**src/rtl/elastic_pipeline.sv**
```systemverilog
// Elastic valid/ready register pipeline: PIPE_DEPTH collapsing register stages with an
// optional one-entry skid buffer that registers the upstream ready path, plus synchronous flush.
module elastic_pipeline #(
  parameter int unsigned       DATA_W     = 32,
  parameter int unsigned       PIPE_DEPTH = 1,
  parameter bit                REG_READY  = 1'b0,
  parameter bit                RST_EN     = 1'b1,
  parameter logic [DATA_W-1:0] RST_VAL    = '0
) (
  input  logic                            clk,
  input  logic                            rst,
  input  logic                            flush_i,
  input  logic                            valid_i,
  input  logic [DATA_W-1:0]               data_i,
  output logic                            ready_o,
  output logic                            valid_o,
  output logic [DATA_W-1:0]               data_o,
  input  logic                            ready_i,
  output logic [$clog2(PIPE_DEPTH+2)-1:0] count_o
);

  localparam int unsigned CntW = $clog2(PIPE_DEPTH + 2);

  if (PIPE_DEPTH == 0) begin : g_bypass
    assign valid_o = valid_i;
    assign data_o  = data_i;
    assign ready_o = ready_i;
    assign count_o = '0;
  end else begin : g_pipe
    logic [PIPE_DEPTH-1:0] valid_q;
    logic [PIPE_DEPTH-1:0] valid_d;
    logic [PIPE_DEPTH-1:0] load;
    logic [DATA_W-1:0]     data_q [PIPE_DEPTH];
    logic [DATA_W-1:0]     data_d [PIPE_DEPTH];
    logic                  in_valid;
    logic [DATA_W-1:0]     in_data;
    logic                  skid_valid_d;
    logic [CntW-1:0]       count_q;
    logic [CntW-1:0]       count_d;

    // A stage may load when it is empty or its successor loads; walks back from the output.
    always_comb begin
      logic nxt;
      nxt = ready_i;
      for (int k = int'(PIPE_DEPTH) - 1; k >= 0; k--) begin
        nxt     = !valid_q[k] || nxt;
        load[k] = nxt;
      end
    end

    always_comb begin
      valid_d = valid_q;
      data_d  = data_q;
      if (load[0]) begin
        valid_d[0] = in_valid;
        if (in_valid) begin
          data_d[0] = in_data;
        end
      end
      for (int k = 1; k < int'(PIPE_DEPTH); k++) begin
        if (load[k]) begin
          valid_d[k] = valid_q[k-1];
          if (valid_q[k-1]) begin
            data_d[k] = data_q[k-1];
          end
        end
      end
      // Flush drops every held beat but leaves the data registers untouched.
      if (flush_i) begin
        valid_d = '0;
        data_d  = data_q;
      end
    end

    always_comb begin
      count_d = CntW'(skid_valid_d);
      for (int k = 0; k < int'(PIPE_DEPTH); k++) begin
        count_d = count_d + CntW'(valid_d[k]);
      end
    end

    always_ff @(posedge clk or posedge rst) begin
      if (rst) begin
        valid_q <= '0;
        count_q <= '0;
      end else begin
        valid_q <= valid_d;
        count_q <= count_d;
      end
    end

    if (RST_EN) begin : g_data_rst
      always_ff @(posedge clk or posedge rst) begin
        if (rst) begin
          for (int k = 0; k < int'(PIPE_DEPTH); k++) begin
            data_q[k] <= RST_VAL;
          end
        end else begin
          data_q <= data_d;
        end
      end
    end else begin : g_data_nrst
      always_ff @(posedge clk) begin
        data_q <= data_d;
      end
    end

    if (REG_READY) begin : g_skid
      logic              skid_valid_q;
      logic [DATA_W-1:0] skid_data_q;
      logic [DATA_W-1:0] skid_data_d;

      assign in_valid = skid_valid_q || valid_i;
      assign in_data  = skid_valid_q ? skid_data_q : data_i;
      assign ready_o  = !skid_valid_q;

      // Skid captures an accepted beat only when stage 0 is blocked, i.e. the pipe is full.
      always_comb begin
        skid_valid_d = skid_valid_q;
        skid_data_d  = skid_data_q;
        if (skid_valid_q) begin
          if (load[0]) begin
            skid_valid_d = 1'b0;
          end
        end else if (valid_i && !load[0]) begin
          skid_valid_d = 1'b1;
          skid_data_d  = data_i;
        end
        if (flush_i) begin
          skid_valid_d = 1'b0;
          skid_data_d  = skid_data_q;
        end
      end

      always_ff @(posedge clk or posedge rst) begin
        if (rst) begin
          skid_valid_q <= 1'b0;
        end else begin
          skid_valid_q <= skid_valid_d;
        end
      end

      if (RST_EN) begin : g_skid_rst
        always_ff @(posedge clk or posedge rst) begin
          if (rst) begin
            skid_data_q <= RST_VAL;
          end else begin
            skid_data_q <= skid_data_d;
          end
        end
      end else begin : g_skid_nrst
        always_ff @(posedge clk) begin
          skid_data_q <= skid_data_d;
        end
      end
    end else begin : g_noskid
      assign in_valid     = valid_i;
      assign in_data      = data_i;
      assign ready_o      = load[0];
      assign skid_valid_d = 1'b0;
    end

    assign valid_o = valid_q[PIPE_DEPTH-1];
    assign data_o  = data_q[PIPE_DEPTH-1];
    assign count_o = count_q;
  end

endmodule
```
**config.mk**
```make
export PLATFORM = sky130hd
export DESIGN_NAME = elastic_pipeline
export DESIGN_NICKNAME = d
export VERILOG_FILES = /design/src/rtl/elastic_pipeline.sv
export SDC_FILE = /design/constraint.sdc
export NUM_CORES = 1
export LEC_CHECK = 0
export BUFFER_PORTS_ARGS = -buffer_cell sky130_fd_sc_hd__buf_4
export CAP_MARGIN = 20
export CORE_UTILIZATION = 35
export CTS_CLUSTER_DIAMETER = 80
export DETAILED_ROUTE_END_ITERATION = 10
export PLACE_DENSITY_LB_ADDON = 0.25
export SLEW_MARGIN = 20
export SYNTH_ARGS = -nofsm -noshare
export SYNTH_HDL_FRONTEND = slang
export SYNTH_SLANG_ARGS = --single-unit
export TNS_END_PERCENT = 5
```
**constraint.sdc**
```tcl
create_clock -name clk -period 2.3 [get_ports clk]
set_clock_uncertainty 0.2 [all_clocks]
set_input_delay 0.46 -clock clk [delete_from_list [all_inputs] [get_ports clk]]
set_output_delay 0.46 -clock clk [all_outputs]
set_load 0.05 [all_outputs]
```
==> results of run 1 <==
## per-layer routing
| layer | routed length [µm] | up-vias |
|---|---|---|
| met5 | 0 | - |
| met4 | 27 | 0 |
| met3 | 120 | 2 |
| met2 | 1410 | 32 |
| met1 | 968 | 435 |
| li1 | - | 412 |
## kinds of logic after synthesis
logic type	count (synthesis)	synth area share, %
flip-flops	33	64.2
other	1	0.292
buffers and inverters	7	4.38
multiplexers	32	28.0
AND/OR/NAND/NOR	4	3.11
## stage by stage
step	total power [mW]	area (µm²)	hold slack [ns]	worst slack, ns	util (%)
after CTS	1.90	1940	0.0311	0.461	56.7
after global placement	1.44	1850	0.292	0.582	54.2
final	1.87	1940	0.0349	0.491	56.7
after floorplan	1.22	1290	0.326	0.413	-
after global routing	1.96	1940	0.0315	0.395	56.7
after detailed placement	1.45	1850	0.297	0.566	54.2
## worst max-delay path, delay by kind of cell (launching register included)
kind / cells / cell delay (ns)
simple gates: 1 / 0.21
buf+inv: 2 / 0.24
flops: 1 / 0.40
## how the worst min path moves through the flow
stage / start / endpoint / slack, ns
after floorplan: flush_i / count_o[0]$_DFFE_PP0P_ / 0.33
final: rst / data_o[2]$_DFFE_PP0P_ / 0.03
after global placement: data_o[18]$_DFFE_PP0P_ / data_o[18]$_DFFE_PP0P_ / 0.29
after global routing: rst / data_o[31]$_DFFE_PP0P_ / 0.03
after detailed placement: data_o[31]$_DFFE_PP0P_ / data_o[31]$_DFFE_PP0P_ / 0.30
after CTS: rst / data_o[8]$_DFFE_PP0P_ / 0.03
## power breakdown
part / switching [mW] / total (mW) / internal [mW]
clock: 0.178 / 0.437 / 0.260
sequential: 0.0521 / 0.729 / 0.677
combinational: 0.456 / 0.706 / 0.250
total: 0.686 / 1.87 / 1.19
## synth_stat cells, drive strengths merged
library cell	instances
buf	5
conb	1
dfrtp	33
inv	2
mux2	32
nor2	2
nor2b	1
nor3b	1
## cell type report
class,instances,area [µm²],share of cell area (%)
Clock buffer,7,55.1,2.84
Clock inverter,1,30.0,1.55
Inverter,2,7.51,0.388
Multi-Input combinational cell,37,404,20.9
Sequential cell,33,826,42.7
Tap cell,46,57.6,2.97
Timing Repair Buffer,74,556,28.7
## state kept, by name, indices dropped and copies added (netlist names)
register,flops
count_o,1
data_o,32
==> results, run 1 <==
- The run finished with clean final reports.
- The tightest min-delay check is of the input port to asynchronous set/reset pin type.
- The routed wirelength normalized by instance count is 12.7 µm.
- IR analysis of the VDD net gives a maximum drop of 0.532 mV.
- The floorplan step defined a die boundary enclosing 3920 µm².
- The count of endpoints failing setup in the final report is 0.
- The share of final-layout standard cells stronger than drive strength 1 is 74.7%.
- The reg-to-reg startpoint is count_o[0]$_DFFE_PP0P_.
- The depth of the most critical reg-to-reg path is 4.
- The layout has 306 filler cells.
- STA classifies the critical path endpoint as a primary output.
- The clock passes through at most 2 buffers.
- In this run the mean area of a mapped cell was 16.7 µm².
- The number of nets produced by synthesis is 114.
- The minimum clock period after layout is 1.81 ns.
- The synthesized instance count is 77.
- Before antenna repair, the detailed router went through 2 iterations.
- The number of global-route vias before repair is 914.
- On the critical path, the stage with the largest delay is an instance of dfrtp_1.
- The initial antenna violation count is 0.
- In this run, the number of DRC markers left after iteration 0 of detailed routing was 16.
- The highest attainable clock frequency is 0.553 GHz.
- The count of warnings emitted by yosys is 0.
- After floorplanning, the core was sized to cover 3420 µm².
- The top cell types in the final layout, fill and taps aside, are 74 x buf_4, 33 x dfrtp_1, 32 x mux2_2, 5 x clkbuf_4.
- The first global-routing pass estimated 4180 µm of wire.
- The timing startpoint of the critical path is count_o[0]$_DFFE_PP0P_.
- The met2 track demand over resource in global routing is 24.0%.
- The distinct cell type count of the synthesized netlist is 9.
- The leading cell type in the layout, fill and taps excluded is buf_4.
- 73 I/O pins were placed.
- Input and output buffers added on the ports amount to 71.
- The die height is 62.6 µm.
- Counting every sink on the clock net gives 33.
- The number of nets in the layout is 190.
- The routed layout has 881 vias.
- The number of max-cap violations is 0.
- Measured along the x axis, the die boundary spans 62.6 µm.
- The number of clock buffers inserted by TritonCTS is 5.
- The number of cells in the design after placement is 192.
- The number of slew-limit violations in the final report came to 0.
- The initial core utilization is 37.7%.
- TritonCTS built the clock tree.
- The cell chosen for the clock root is clkbuf_4.
- Dividing the final minimum period by the clock period gives 78.6%.
- For this design the static power due to leakage is 0.936 nW.
- Of the post-synthesis cell area, the dominant cell type holds 64.2%.
- The HPWL after detailed placement is 1940 µm.
- The leftover overflow at the end of global routing is 0.
- The worst path arrival time is 1.15 ns.
- The largest area contributor in the synthesized netlist is dfrtp_1.
- The maximum single-stage delay on the critical path is 0.40 ns.
- Counting flops and latches in the post-synthesis netlist gives 33.
- The met3 track demand over resource in global routing is 4.01%.
- After synthesis, flip-flops and latches occupy 64.2% of the total area.
- The end point of the critical path is ready_o.
- The clock latency at the later pin of the worst-skew pair is 0.31 ns.
- For this run, design rule violations remaining after detail routing come to 0.
- The required time of the worst setup path is 1.64 ns.
- The floorplan has 21 rows.
- The final hold violation count is 0.
- The level count of the clock H-tree is 2.
- The maximum fanout encountered on the critical timing path is 3.
- In the routed layout, each cell is associated on average with a via count of 4.41.
- The area growth from synthesis to layout is 50.5%.
- After the flow finishes, the layout carries non-filler instances totaling 200.
- The repair_antennas step left the layout with diodes totalling 0.
- Across every metal layer, demand over resource in global routing totals 13.9%.
- In this run the power density over the cells is 967 nW/µm².
- The final routed wirelength across all metal layers is 2530 µm.
- The antenna violation net count after detailed routing is 0.
- The quantity of hold-fixing buffers added after cts is 0.
- After clock tree synthesis, the clock-pin slew on the worst setup and hold paths is 0.10 ns.
- STA classifies the critical path startpoint as a register.
- Entering global routing, the biggest net connects 34 pins.
- After clock tree synthesis, the repair step resized 0 gates.
- The busiest metal layer after global routing is met2.
- In the global route stage, met1 resource usage came out at 15.6%.
- Walking the worst path, the cells encountered are nor2b_4 -> inv_1 -> buf_4.
- The endpoint of the lowest-slack register-to-register path is data_o[9]$_DFFE_PP0P_.
- The post-CTS setup buffer count is 0.
- The accumulated negative setup slack is 0 ns.
- After synthesis the cells add up to 1290 µm².
- The final RePlAce weighted congestion is 0.641.
- Setup repair after global routing left no endpoint under its margin.
- The critical path is of the register to primary output type.
- The setup slack of the most critical reg-to-reg path is 0.62 ns.
- By area the synthesized netlist is led by dfrtp_1 64%, mux2_2 28%, buf_6 2.6%, nor3b_4 1.5%, buf_4 1.2%.
No activity file was read; power rests on OpenSTA's default activity.
==> inputs of run 2 (changes only) <==
- ABC_AREA: unset -> 1
- clock period: 2.3 -> 1.46 ns (I/O delays scaled with it)
==> results, run 2 <==
- The synthesized instance count is 148.
- Once detail routing completed, the nets flagged for antenna violations numbered 0.
- The die area is 4130 µm².
- The reg-to-reg startpoint is count_o[0]$_DFFE_PP0P_.
- The worst hold path terminates at data_o[13]$_DFFE_PP0P_.
- The number of cells on the worst reg-to-reg path is 6.
- Averaged over all synthesized cells, the footprint is 9.16 µm².
- By area the synthesized netlist is led by dfrtp_1 61%, nand2_1 18%, nand3_1 12%, buf_4 2.8%, buf_6 2.5%.
- The leading cell type in the layout, fill and taps excluded is buf_4.
- The total track usage is 17.6%.
- For this run, asynchronously set or reset flops after synthesis account for 100%.
- The boundary pin count is 73.
- The number of slew-limit violations in the final report is 0.
- The TritonCTS clock tree is done.
- The level count of the clock H-tree is 2.
- The HPWL after detailed placement is 2320 µm.
- The clock passes through at most 2 buffers.
- The floorplan step set the die height to 64.3 µm.
- The routed via count is 1,242.
- The count of flip-flops with a built-in enable after synthesis is 0.
- The worst register-to-register path ends at data_o[4]$_DFFE_PP0P_.
- Setup violations remaining at the end of the flow were counted as 0.
- The routed wirelength normalized by instance count is 11.7 µm.
- The register bit count reported by yosys is 33.
- The share of final-layout standard cells stronger than drive strength 1 is 40.0%.
- The number of inserted diodes is 0.
- The number of nets in the layout is 262.
- For this design the ratio of total power to cell area is 1340 nW/µm².
- For this run the aggregate overflow at the end of global routing stands at 0.
- The first detailed-routing pass took 4 iterations.
- The share of the Yosys chip area taken by registers is 60.9%.
- The startpoint identified for the worst hold timing path is data_i[13].
- During placement, the flow inserted port buffers numbering 71.
- The required time of the worst setup path is 0.97 ns.
- The worst supply voltage drop on vdd is 0.912 mV.
- The final hold violation count came to 0.
- Including well taps, the total number of placed cells is 263.
- After synthesis, the most frequently instantiated cells are 64 x nand2_1, 33 x dfrtp_1, 32 x nand3_1.
- The clock slew seen by the registers of the worst setup and hold paths is 0.07 ns.
- In this run the standard cell core region covers 3690 µm².
- The number of nets produced by synthesis is 185.
- The global-route wire length before repair is 5490 µm.
- The flow ran to the end, and the final reports show no timing, DRC or antenna violations.
- The largest area contributor in the synthesized netlist is dfrtp_1.
- The total clock sinks is 33.
- The area used by sequential logic in the layout is 827 µm².
- The distinct cell type count of the synthesized netlist is 12.
- Among all flip-flop cells after synthesis, the most frequent one is dfrtp_1.
- The number of filler cells placed in the layout is 368.
- The final cycle utilization of the critical path is 98.5%.
- Summing every instance area after synthesis gives 1360 µm².
- Summed over all layers, the routed wires come to 3190 µm.
- The library cells used most frequently in the layout, excluding fill and tap cells, are 77 x buf_4, 64 x nand2_1, 32 x nand3_1, 32 x dfrtp_1, 5 x clkbuf_8.
- The most frequent cell after synthesis is nand2_1.
- The vias per cell is 4.55.
- Routability-driven placement finished with a final weighted congestion of 0.725.
- The area taken by multi-input logic gates is 438 µm².
- The minimum clock period after layout is 1.44 ns.
- Setup repair after global routing could not meet its margin everywhere.
- The clock reaches the later pin of the worst-skew pair after 0.28 ns.
- The setup slack of the most critical reg-to-reg path is 0.12 ns.
- TritonCTS created 5 clock buffers.
- The number of flip-flops in the largest register is 32.
- The DRC violation count after routing is 0.
- The worst setup path is of the register to primary output kind.
- The class of the worst hold path is input port to register.
- The element type at the critical path start is a register.
- The count of warnings emitted by yosys is 0.
- The largest net degree at the start of global routing is 34.
- The initial antenna violation count is 0.
- The cell leakage power is 1.15 nW.
- The number of max-cap violations is 0.
- The count of cells along the worst hold path is 3.
- For the worst setup path, the data arrival time is 0.95 ns.
- The highest attainable clock frequency is 0.695 GHz.
- The number of standard-cell rows in the floorplan is 22.
- Summed over its instances, the top area cell type makes up 60.9% of the synthesized netlist area.
- The cell chosen for the clock root is clkbuf_8.
- In this run, the number of DRC markers left after iteration 0 of detailed routing was 82.
- The number of global-route vias before repair was 1,214.
- The setup slack after placement is 0.185 ns.
- The initial core utilization is 36.8%.
- Relative to the synthesized area, the layout overhead comes to 50.9%.
- The worst setup path is captured at a primary output.
- From left edge to right edge, the die measures 64.3 µm.
- The filler-free cell count of the finished design is 273.
- Across all setup checks in the final design, the least slack found is 0.0215 ns.
- The maximum fanout encountered on the critical timing path is 3.
==> run 2: repair_timing <==
| action | CTS | global route |
|---|---|---|
| hold endpoints to repair | 34 | 0 |
| pin swaps | 1 | 1 |
| hold buffers | 2 | 0 |
| buffers inserted | 0 | 1 |
| gates resized for setup | 3 | 0 |
| setup endpoints to repair | 1 | 1 |
==> run 2: worst max-delay path by stage <==
stage / start / end / slack (ns) / cells past startpoint
global placement: flush_i / data_o[0]$_DFFE_PP0P_ / 0.20 / 6
CTS: count_o[0]$_DFFE_PP0P_ / ready_o / 0.0001 / 2
finish: count_o[0]$_DFFE_PP0P_ / ready_o / 0.02 / 2
floorplan: count_o[0]$_DFFE_PP0P_ / ready_o / 0.04 / 2
detailed placement: ready_i / data_o[19]$_DFFE_PP0P_ / 0.18 / 7
global route: count_o[0]$_DFFE_PP0P_ / ready_o / -0.02 / 2
==> run 2: kinds of logic (layout without fill, tap and decap cells) <==
logic type | Yosys count | after routing | synth area share (%)
simple gates | 99 | 99 | 31.3
flops | 33 | 33 | 60.9
compound gates | 1 | 1 | 0.369
other cells | 1 | 1 | 0.276
buf+inv | 14 | 91 | 7.20
==> run 2: area by class of cell <==
class	count	area share, %
Clock buffer	6	3.55
Sequential cell	33	40.4
Inverter	3	0.550
Timing Repair Buffer	81	30.9
Multi-Input combinational cell	101	21.4
Clock inverter	1	0.244
Tap cell	48	2.93
==> run 2: stage by stage <==
step	setup TNS, ns	util [%]	cell area (µm²)	power, mW	hold slack (ns)
floorplan	0	-	1360	1.79	0.151
global placement	0	52.3	1930	2.12	0.159
detailed placement	0	52.3	1930	2.14	0.163
CTS	0	55.3	2040	2.78	0.0300
global route	-0.0222	55.5	2050	2.90	0.0397
finish	0	55.5	2050	2.75	0.0370
==> run 2: where the power goes <==
group	leakage, nW	internal (mW)	switching, mW	total [mW]
logic	0.704	0.313	0.682	0.995
clock network	0.0410	0.324	0.306	0.629
registers	0.407	1.05	0.0763	1.12
total	1.15	1.68	1.06	2.75
==> run 2: worst max-delay path, stage by stage (launching register included) <==
cell	delay (ns)
dfrtp_2	0.43
nand2_4	0.09
buf_8	0.15
==> run 2: layer usage <==
metal	track usage (%)	routed length, µm	part of all wire [%]
met1	20.2	1270	40
met2	29.7	1620	51
met3	7.32	275	8.6
met4	5.00	29	0.91
met5	0	0	0
==> inputs of run 3 (changes only) <==
- BUFFER_PORTS_ARGS: -buffer_cell sky130_fd_sc_hd__buf_4 -> -buffer_cell sky130_fd_sc_hd__clkbuf_2
- clock period: 1.46 -> 1.15 ns (I/O delays scaled with it)
==> results, run 3 (same netlist as run 2, synthesis figures left out) <==
- The flow ran to the end, but the final reports show violations.
- The number of global-route vias before repair is 1,391.
- The routed design has 4010 µm of wire.
- The finished layout holds 307 standard cells, fillers aside.
- The number of flip-flops in the largest register is 32.
- Compared with the post-synthesis result, the final layout area differs by 92.3%.
- The number of iterations in the first detailed-routing pass is 4.
- During I/O placement, the number of pins put on the boundary was 73.
- Across the VDD grid, the largest voltage drop is 1.09 mV.
- Power spread over the standard cell area amounts to 1510 nW/µm².
- Once layout is complete, the utilization of the core stands at 70.7%.
- The final hold violation count is 0.
- The number of standard-cell rows in the floorplan is 22.
- Setup repair after global routing could not meet its margin everywhere.
- The min-delay analysis places its worst path in the category input port to register.
- The initial antenna violation count is 0.
- The element type at the critical path start is a register.
- Based on the critical path, the design can be clocked at up to 0.703 GHz.
- The number of slew-limit violations in the final report is 0.
- The antenna violation net count after detailed routing is 0.
- The global-route wire length before repair is 6560 µm.
- The number of inserted diodes is 0.
- The minimum clock period after layout is 1.42 ns.
- TritonCTS created 5 clock buffers.
- The HPWL after detailed placement is 2100 µm.
- The vias per cell is 4.54.
- Setup violations remaining at the end of the flow were counted as 68.
- The congestion estimate from routability-driven global placement came to 0.712.
- The routed wirelength normalized by instance count is 13.1 µm.
- The number of cells in the design after placement is 265.
- The hold slack is 0.00443 ns.
- For this block, the initial DRC count from the detailed router was 61.
- With fillers left out, the area of the finished cells amounts to 2610 µm².
- TritonCTS built the clock tree.
- The setup slack after placement is -0.0900 ns.
- The largest net degree at the start of global routing is 34.
- The final reports fail on negative setup slack.
- Along the worst path, the maximum fanout reaches 2.
- The share of final-layout standard cells stronger than drive strength 1 is 35.9%.
- CTS built an H-tree with a depth of 2.
- For this configuration, the core starts out at a cell density of 36.8%.
- The placeable core region is 3690 µm².
- Dividing the final minimum period by the clock period gives 124%.
- After detailed placement, the total cell area comes to 1780 µm².
- The horizontal die dimension is 64.3 µm.
- The critical path capture point type is a primary output.
- The count of buffers added on input and output ports is 71.
- For the worst flop-to-flop path, the logic depth is 5.
- For the worst-skew pair, the clock arrives at the later sink with an insertion delay of 0.27 ns.
- The number of nets in the layout is 296.
- The die area is 4130 µm².
- The total clock sinks is 33.
- The count of cells along the worst hold path is 3.
- Once routing completed, OpenROAD measured the worst setup slack at -0.272 ns.
- The total power is 3.94 mW.
- Global routing consumed, over all layers together, 21.1% of the routing resources.
- The total overflow left after global routing is 0.
- Across the run, the number of max-cap violations was 0.
- The accumulated negative setup slack is -7.56 ns.
- The die height is 64.3 µm.
- The worst path arrival time is 0.99 ns.
- The clock slew seen by the registers of the worst setup and hold paths is 0.06 ns.
- The routed layout has 1,394 vias.
- The critical path class is register to primary output.
- In the layout the commonest cells are 64 x nand2_1, 36 x clkbuf_2, 33 x dlygate4sd3_1.
- Data on the critical path is required at its endpoint by 0.72 ns.
- In this run the deepest clock path goes through 2 buffers.
- For this design the static power due to leakage is 1.38 nW.
- The DRC violation count after routing is 0.
- The cell chosen for the clock root is clkbuf_8.
- The library cell used most frequently in the layout, excluding fill and tap cells, is nand2_1.
[run 3: cell types whose count changed in the layout (fill, tap and decap cells not counted), sizes merged]
cell | before | now
clkbuf | 6 | 46
buf | 79 | 43
dlygate4sd3 | 2 | 33
clkinv | 1 | 0
[run 3: worst max-delay path, cell delays in order (launching register included)]
cell,delay [ns]
dfrtp_2,0.42
buf_6,0.13
clkbuf_16,0.16
[run 3: area by class of cell]
| cell class | count | area (µm²) |
|---|---|---|
| tap | 48 | 60.1 |
| timing repair buffer | 115 | 1170 |
| clock buffer | 7 | 86.3 |
| multi-input combinational | 101 | 452 |
| sequential | 33 | 827 |
| fill | 286 | 1080 |
| inverter | 3 | 11.3 |
[run 3: path summary, 6_finish.rpt]
| kind | startpoint | endpoint | slack (ns) |
|---|---|---|---|
| max in group asynchronous | rst | count_o[0]$_DFFE_PP0P_ | 0.22 |
| hold / removal | data_i[14] | data_o[14]$_DFFE_PP0P_ | 0.004 |
| min in group asynchronous | rst | data_o[16]$_DFFE_PP0P_ | 0.35 |
| hold reg to reg | data_o[29]$_DFFE_PP0P_ | data_o[29]$_DFFE_PP0P_ | 0.31 |
| setup / recovery | count_o[0]$_DFFE_PP0P_ | count_o[0] | -0.27 |
| setup reg to reg | count_o[0]$_DFFE_PP0P_ | data_o[7]$_DFFE_PP0P_ | -0.13 |
[run 3: where the power goes]
group / total (mW) / switching, mW / internal (mW)
Combinational: 1.60 / 0.910 / 0.686
Clock: 0.852 / 0.378 / 0.474
Sequential: 1.49 / 0.158 / 1.33
[run 3: what timing repair did]
action | 4_1_cts | 5_1_grt
endpoints found under the hold margin | 65 | 0
endpoints found under the setup margin | 67 | 68
hold buffers | 33 | 0
pin swaps | 1 | 1
gates resized for setup | 77 | 32
buffers inserted | 2 | 0
[run 3: per-layer routing]
layer | track usage (%) | share of wire, % | vias up
met5 | 0 | 0 | -
met4 | 5.83 | 0.80 | 0
met3 | 4.29 | 3.8 | 5
met2 | 40.8 | 58 | 45
met1 | 22.9 | 38 | 659
li1 | - | - | 685
